$ cat src/rtl/mdio_slave_bridge.sv
// Clause-22 MDIO slave: decodes management frames from the station manager and
// performs the matching read or write on the register block's local bus.
module mdio_slave_bridge #(
    parameter int PREAMBLE_MIN = 32,
    parameter int BUS_TIMEOUT  = 255
) (
    input  logic        w_ARstLogic_L,
    input  logic        i_Clk,
    input  logic        i_Mdc,
    input  logic        i_MdioIn,
    output logic        o_MdioOut,
    output logic        o_MdioOe,
    input  logic [4:0]  i5_PhyAddr,
    output logic        o_Cyc,
    output logic        o_Stb,
    output logic        o_WEn,
    output logic [7:0]  o8_Addr,
    output logic [31:0] o32_WrData,
    input  logic [31:0] i32_RdData,
    input  logic        i_Ack,
    input  logic        i_Stall,
    output logic        o_FrameErr
);

    localparam logic [3:0] S_HUNT    = 4'd0;
    localparam logic [3:0] S_ST      = 4'd1;
    localparam logic [3:0] S_OP      = 4'd2;
    localparam logic [3:0] S_ADR     = 4'd3;
    localparam logic [3:0] S_SKIP    = 4'd4;
    localparam logic [3:0] S_TA_RD   = 4'd5;
    localparam logic [3:0] S_DATA_RD = 4'd6;
    localparam logic [3:0] S_TA_WR   = 4'd7;
    localparam logic [3:0] S_DATA_WR = 4'd8;

    localparam logic [7:0] PRE_MIN = 8'(PREAMBLE_MIN);
    localparam logic [7:0] TO_LAST = 8'(BUS_TIMEOUT - 1);

    logic        mdc_meta_q, mdc_sync_q, mdc_prev_q;
    logic        mdio_meta_q, mdio_sync_q;
    logic        mdc_rise;
    logic        bit_in;

    logic [3:0]  state_q, state_d;
    logic [7:0]  pre_cnt_q, pre_cnt_d;
    logic [4:0]  bit_cnt_q, bit_cnt_d;
    logic        op_hi_q, op_hi_d;
    logic        op_rd_q, op_rd_d;
    logic [8:0]  adr_sr_q, adr_sr_d;
    logic [15:0] sr_q, sr_d;
    logic [15:0] rd_val_q, rd_val_d;
    logic        cyc_q, cyc_d;
    logic        wen_q, wen_d;
    logic [7:0]  addr_q, addr_d;
    logic [15:0] wdata_q, wdata_d;
    logic [7:0]  to_cnt_q, to_cnt_d;
    logic        oe_q, oe_d;
    logic        out_q, out_d;
    logic        err_q, err_d;

    // Stall only holds the request, which the ack-driven handshake already does.
    logic        unused_bits;
    assign unused_bits = ^{i_Stall, i32_RdData[31:16]};

    assign mdc_rise = mdc_sync_q & ~mdc_prev_q;
    assign bit_in   = mdio_sync_q;

    always_comb begin
        state_d   = state_q;
        pre_cnt_d = pre_cnt_q;
        bit_cnt_d = bit_cnt_q;
        op_hi_d   = op_hi_q;
        op_rd_d   = op_rd_q;
        adr_sr_d  = adr_sr_q;
        sr_d      = sr_q;
        rd_val_d  = rd_val_q;
        cyc_d     = cyc_q;
        wen_d     = wen_q;
        addr_d    = addr_q;
        wdata_d   = wdata_q;
        to_cnt_d  = to_cnt_q;
        oe_d      = oe_q;
        out_d     = out_q;
        err_d     = 1'b0;

        if (cyc_q) begin
            if (i_Ack) begin
                cyc_d = 1'b0;
                if (!wen_q) rd_val_d = i32_RdData[15:0];
            end else if (to_cnt_q == TO_LAST) begin
                cyc_d = 1'b0;
                err_d = 1'b1;
            end else begin
                to_cnt_d = to_cnt_q + 8'd1;
            end
        end

        // Frame decode runs once per MDC bit; bus issue below overrides the handshake.
        if (mdc_rise) begin
            case (state_q)
                S_HUNT: begin
                    if (bit_in) begin
                        if (pre_cnt_q < PRE_MIN) pre_cnt_d = pre_cnt_q + 8'd1;
                    end else if (pre_cnt_q >= PRE_MIN) begin
                        state_d   = S_ST;
                        pre_cnt_d = 8'd0;
                    end else begin
                        pre_cnt_d = 8'd0;
                    end
                end
                S_ST: begin
                    bit_cnt_d = 5'd0;
                    if (bit_in) begin
                        state_d = S_OP;
                    end else begin
                        state_d = S_HUNT;
                        err_d   = 1'b1;
                    end
                end
                S_OP: begin
                    if (bit_cnt_q == 5'd0) begin
                        op_hi_d   = bit_in;
                        bit_cnt_d = 5'd1;
                    end else if (op_hi_q != bit_in) begin
                        op_rd_d   = op_hi_q;
                        bit_cnt_d = 5'd0;
                        state_d   = S_ADR;
                    end else begin
                        state_d = S_HUNT;
                        err_d   = 1'b1;
                    end
                end
                S_ADR: begin
                    adr_sr_d = {adr_sr_q[7:0], bit_in};
                    if (bit_cnt_q == 5'd9) begin
                        bit_cnt_d = 5'd0;
                        if (adr_sr_q[8:4] != i5_PhyAddr) begin
                            state_d = S_SKIP;
                        end else begin
                            addr_d = {1'b0, adr_sr_q[3:0], bit_in, 2'b00};
                            if (op_rd_q) begin
                                state_d  = S_TA_RD;
                                cyc_d    = 1'b1;
                                wen_d    = 1'b0;
                                to_cnt_d = 8'd0;
                                rd_val_d = 16'hFFFF;
                            end else begin
                                state_d = S_TA_WR;
                            end
                        end
                    end else begin
                        bit_cnt_d = bit_cnt_q + 5'd1;
                    end
                end
                S_SKIP: begin
                    if (bit_cnt_q == 5'd17) begin
                        state_d   = S_HUNT;
                        pre_cnt_d = 8'd0;
                    end else begin
                        bit_cnt_d = bit_cnt_q + 5'd1;
                    end
                end
                S_TA_RD: begin
                    if (bit_cnt_q == 5'd0) begin
                        bit_cnt_d = 5'd1;
                    end else begin
                        oe_d      = 1'b1;
                        out_d     = 1'b0;
                        bit_cnt_d = 5'd0;
                        state_d   = S_DATA_RD;
                        if (cyc_q && i_Ack) begin
                            sr_d = i32_RdData[15:0];
                        end else if (cyc_q) begin
                            // Slave too slow: return all-ones and abandon the read.
                            sr_d  = 16'hFFFF;
                            cyc_d = 1'b0;
                            err_d = 1'b1;
                        end else begin
                            sr_d = rd_val_q;
                        end
                    end
                end
                S_DATA_RD: begin
                    if (bit_cnt_q == 5'd16) begin
                        oe_d      = 1'b0;
                        out_d     = 1'b1;
                        state_d   = S_HUNT;
                        pre_cnt_d = 8'd0;
                    end else begin
                        out_d     = sr_q[15];
                        sr_d      = {sr_q[14:0], 1'b0};
                        bit_cnt_d = bit_cnt_q + 5'd1;
                    end
                end
                S_TA_WR: begin
                    if (bit_cnt_q == 5'd0) begin
                        bit_cnt_d = 5'd1;
                    end else begin
                        bit_cnt_d = 5'd0;
                        state_d   = S_DATA_WR;
                    end
                end
                S_DATA_WR: begin
                    sr_d = {sr_q[14:0], bit_in};
                    if (bit_cnt_q == 5'd15) begin
                        wdata_d   = {sr_q[14:0], bit_in};
                        cyc_d     = 1'b1;
                        wen_d     = 1'b1;
                        to_cnt_d  = 8'd0;
                        state_d   = S_HUNT;
                        pre_cnt_d = 8'd0;
                    end else begin
                        bit_cnt_d = bit_cnt_q + 5'd1;
                    end
                end
                default: begin
                    state_d   = S_HUNT;
                    pre_cnt_d = 8'd0;
                end
            endcase
        end
    end

    always_ff @(posedge i_Clk or negedge w_ARstLogic_L) begin
        if (!w_ARstLogic_L) begin
            mdc_meta_q  <= 1'b0;
            mdc_sync_q  <= 1'b0;
            mdc_prev_q  <= 1'b0;
            mdio_meta_q <= 1'b1;
            mdio_sync_q <= 1'b1;
            state_q     <= S_HUNT;
            pre_cnt_q   <= 8'd0;
            bit_cnt_q   <= 5'd0;
            op_hi_q     <= 1'b0;
            op_rd_q     <= 1'b0;
            adr_sr_q    <= 9'd0;
            sr_q        <= 16'hFFFF;
            rd_val_q    <= 16'hFFFF;
            cyc_q       <= 1'b0;
            wen_q       <= 1'b0;
            addr_q      <= 8'd0;
            wdata_q     <= 16'd0;
            to_cnt_q    <= 8'd0;
            oe_q        <= 1'b0;
            out_q       <= 1'b1;
            err_q       <= 1'b0;
        end else begin
            mdc_meta_q  <= i_Mdc;
            mdc_sync_q  <= mdc_meta_q;
            mdc_prev_q  <= mdc_sync_q;
            mdio_meta_q <= i_MdioIn;
            mdio_sync_q <= mdio_meta_q;
            state_q     <= state_d;
            pre_cnt_q   <= pre_cnt_d;
            bit_cnt_q   <= bit_cnt_d;
            op_hi_q     <= op_hi_d;
            op_rd_q     <= op_rd_d;
            adr_sr_q    <= adr_sr_d;
            sr_q        <= sr_d;
            rd_val_q    <= rd_val_d;
            cyc_q       <= cyc_d;
            wen_q       <= wen_d;
            addr_q      <= addr_d;
            wdata_q     <= wdata_d;
            to_cnt_q    <= to_cnt_d;
            oe_q        <= oe_d;
            out_q       <= out_d;
            err_q       <= err_d;
        end
    end

    assign o_MdioOut  = out_q;
    assign o_MdioOe   = oe_q;
    assign o_Cyc      = cyc_q;
    assign o_Stb      = cyc_q;
    assign o_WEn      = wen_q;
    assign o8_Addr    = addr_q;
    assign o32_WrData = {16'h0000, wdata_q};
    assign o_FrameErr = err_q;

endmodule
$ cat config.mk
export PLATFORM = sky130hd
export DESIGN_NAME = mdio_slave_bridge
export DESIGN_NICKNAME = d
export VERILOG_FILES = /design/src/rtl/mdio_slave_bridge.sv
export SDC_FILE = /design/constraint.sdc
export NUM_CORES = 1
export LEC_CHECK = 0
export CORE_MARGIN = 3
export CORE_UTILIZATION = 30
export CTS_BUF_LIST = sky130_fd_sc_hd__clkbuf_8
export DETAILED_ROUTE_END_ITERATION = 6
export GPL_TIMING_DRIVEN = 0
export MAX_ROUTING_LAYER = met4
export PLACE_DENSITY = 0.59
export SYNTH_ARGS = -nofsm -noshare
export SYNTH_HDL_FRONTEND = slang
export SYNTH_SLANG_ARGS = --single-unit
export TNS_END_PERCENT = 1
$ cat constraint.sdc
create_clock -name i_Clk -period 3.82 [get_ports i_Clk]
set_input_delay 0.573 -clock i_Clk [delete_from_list [all_inputs] [get_ports i_Clk]]
set_output_delay 0.573 -clock i_Clk [all_outputs]
set_load 0.02 [all_outputs]
==> results.toml <==
[outcome]
status = "completed"

[routing]
dr.pass1.iters = 4
viasPerCell = 4.87
num_vias = 3925
antenna_left = 0
drc_errors = 0
drt_iter0_drc = 187
routedWlPerCell_um = 14.6
wl_um = 11800

[synth]
synth_seq_cells = 99
synth-seq-area-share_pct = 49.1
yosys_warnings = 0
synth_edf_count = 0
syn-cell-area_um2 = 5130
synthArstFlopShare_pct = 100
synth.distinct_cells = 67
synth_flop_cell = "dfrtp_1"
syn_area_per_cell_um2 = 10.3
synth_cells = 499

[layout]
n_fill_cell = 1630
fin_nets = 632
num_antenna_cells = 0
finalInstanceArea_um2 = 6230
layout-drive-gt1-share_pct = 25.4
syn2layout_area_growth_pct = 21.4
regArea_um2 = 2520
multi_input_area_um2 = 2320

[timing]
max_freq_ghz = 0.423
finalCritPeriodShare_pct = 61.9
hold_viol = 0
rsz0062_at_grt = "false"
slew_headroom_pct = 62.2
setup_slack_ps = 1460
holdWs_ps = 116
fin_worst_skew_ps = 10.9
period_needed_ps = 2360
worst_pin_slew_ps = 559
setup_violations = 0
fin_setup_tns_ps = 0
slew_viol_final = 0

[worst_setup_path]
rr_worst_depth = 8
endpoint_kind = "flop"
critPathArrivalTime_ps = 2640
crit_type = "reg -> reg"
critPathMaxFanout = 10
worstPathRequired_ps = 4090
crit_path_start_kind = "flop"

[power]
power_leakage_nw = 2.69
power_per_cell_area_nw_per_um2 = 503
max-vdd-ir-drop_mv = 0.252

[placement]
post-dp-hpwl_um = 8720
gp_congestion = 0.863
placed_area_um2 = 6020
dpl_worst_slack_ps = 1290
port_buffers = 52

[floorplanning]
coreArea_um2 = 16600
die_y_um = 137
die_x_um = 137
num_rows = 47
pin_count = 89
dieArea_um2 = 18700
start_util_pct = 30.8

[hold_path]
min_path_type = "in -> async"

[clock_tree]
ctsHoldBuffers = 0
clkTransAtPathRegs_ps = 90
clock-root-buffer = "clkbuf_8"
ctsLongestPathBuffers = 2
clk_latency_ps = 380
cts_tree = "done"
post_cts_resized = 0
htreeDepth = 3
cts.sinks = 99
cts_buffers = 9
post_cts_buffers = 0

[run]
drv_cap = 0

[global_routing]
grt_overflow_total = 0
grt_use_total_pct = 13.5
antenna_found_initial = 0
grt_pass1_vias = 3761
grt_start_max_net_pins = 73
grt_pass1_wl_um = 19500
## Yosys cell counts (all sizes together), types with 2 or more instances
library cell | instances | area [um2]
a211o | 3 | 27.5
a211oi | 5 | 42.5
a21o | 2 | 15.0
a21oi | 27 | 135
a22o | 3 | 26.3
a41oi | 3 | 26.3
and3 | 4 | 26.3
and4bb | 6 | 75.1
buf | 35 | 277
clkbuf | 11 | 41.3
dfrtp | 64 | 1600
dfstp | 35 | 920
ha | 8 | 100
inv | 11 | 41.3
mux2 | 33 | 372
nand2 | 66 | 250
nand2b | 3 | 18.8
nand3 | 27 | 140
nand4 | 8 | 50.1
nor2 | 33 | 124
nor2b | 5 | 31.3
nor3 | 6 | 30.0
nor4 | 2 | 12.5
nor4b | 5 | 65.1
o211ai | 2 | 20.0
o21a | 2 | 15.0
o21ai | 37 | 241
o221ai | 2 | 17.5
o22ai | 17 | 106
o31ai | 3 | 22.5
or2 | 4 | 27.5
or3b | 3 | 26.3
or4b | 3 | 33.8
xnor2 | 7 | 61.3
## cell families after synthesis
logic type	share of synthesized area [%]
other	0.0730
AOI/OAI and AO/OA	14.5
xor gates and xnor gates	1.36
and+or+nand+nor	18.5
muxes	7.43
DFF	49.1
buffers and inverters	6.99
adders and majority gates	1.95
## cells in the final DEF (no fill, tap or decap), types with 5 or more instances in the layout
cell             synthesis  layout
a21oi_1                 27      27
buf_2                    7       7
buf_4                   22      23
buf_6                    5       5
clkbuf_1                11      11
clkbuf_8                 0       9
clkdlybuf4s50_1          0      51
conb_1                   1      19
dfrtp_1                 64      64
dfstp_2                 35      35
ha_1                     8       8
inv_1                   11      14
mux2_2                  32      32
nand2_1                 65      65
nand3_1                 26      26
nand4_1                  8       8
nor2_1                  33      33
nor2b_1                  5       5
nor3_1                   6       6
o21ai_0                 20      20
o21ai_2                 15      15
o22ai_1                 17      17
xnor2_1                  7       7
## layer usage
layer / up-vias / GRT usage (%) / wire length, um
met5: - / - / 0
met4: 0 / 4.55 / 154
met3: 12 / 2.32 / 483
met2: 91 / 19.1 / 5280
met1: 1907 / 19.6 / 5860
li1: 1915 / - / -
## registers in the layout, summed over array words and instances, names as in the netlist
| name | cells |
|---|---|
| o_WEn | 1 |
| pre_cnt_q | 8 |
| to_cnt_q | 8 |
| op_hi_q | 1 |
| o_MdioOe | 1 |
| mdc_sync_q | 1 |
| wdata_q | 16 |
| mdio_meta_q | 1 |
| bit_in | 1 |
| rd_val_q | 16 |
| o_FrameErr | 1 |
| mdc_meta_q | 1 |
| adr_sr_q | 9 |
| sr_q | 16 |
| o8_Addr | 5 |
| bit_cnt_q | 5 |
| op_rd_q | 1 |
| o_Cyc | 1 |
| mdc_prev_q | 1 |
| o_MdioOut | 1 |
| state_q | 4 |
## metrics by stage
step / power [W] / util, % / instances
after CTS: 0.00317 / 37.5 / 806
final: 0.00314 / 37.5 / 806
after global routing: 0.00334 / 37.5 / 806
after floorplan: 0.00215 / - / 517
after detailed placement: 0.00243 / 36.2 / 790
after global placement: 0.00241 / 36.0 / 789
## cell type report
cell class	count	share of cell area, %
timing repair buffer	53	8.75
inverter	11	0.662
buffer	46	5.10
tap	220	4.42
clock inverter	7	1.41
sequential	99	40.4
clock buffer	9	1.99
multi-input combinational	361	37.2
## critical path, stage by stage (launching register included)
cell	delay, ps
dfrtp_1	430
ha_1	220
and3_2	180
ha_1	200
o221ai_1	160
a211oi_1	480
buf_2	290
o21ai_0	120
a22o_1	190
## power breakdown
group / total [W] / internal (W) / switching, W
sequential: 0.00147 / 0.00130 / 0.000173
clock: 0.000722 / 0.000363 / 0.000359
combinational: 0.000942 / 0.000414 / 0.000528
total: 0.00314 / 0.00208 / 0.00106
## worst paths after layout
check / from / endpoint / slack [ps]
min reg2reg: mdio_meta_q / bit_in / 360
max: bit_cnt_q[0] / pre_cnt_q[3] / 1460
max reg2reg: bit_cnt_q[0] / pre_cnt_q[3] / 1460
min: w_ARstLogic_L / wdata_q[8] / 120
max in group asynchronous: w_ARstLogic_L / mdio_meta_q / 2990
min in group i_Clk: mdio_meta_q / bit_in / 360
Power figures use the tool's default switching activity.
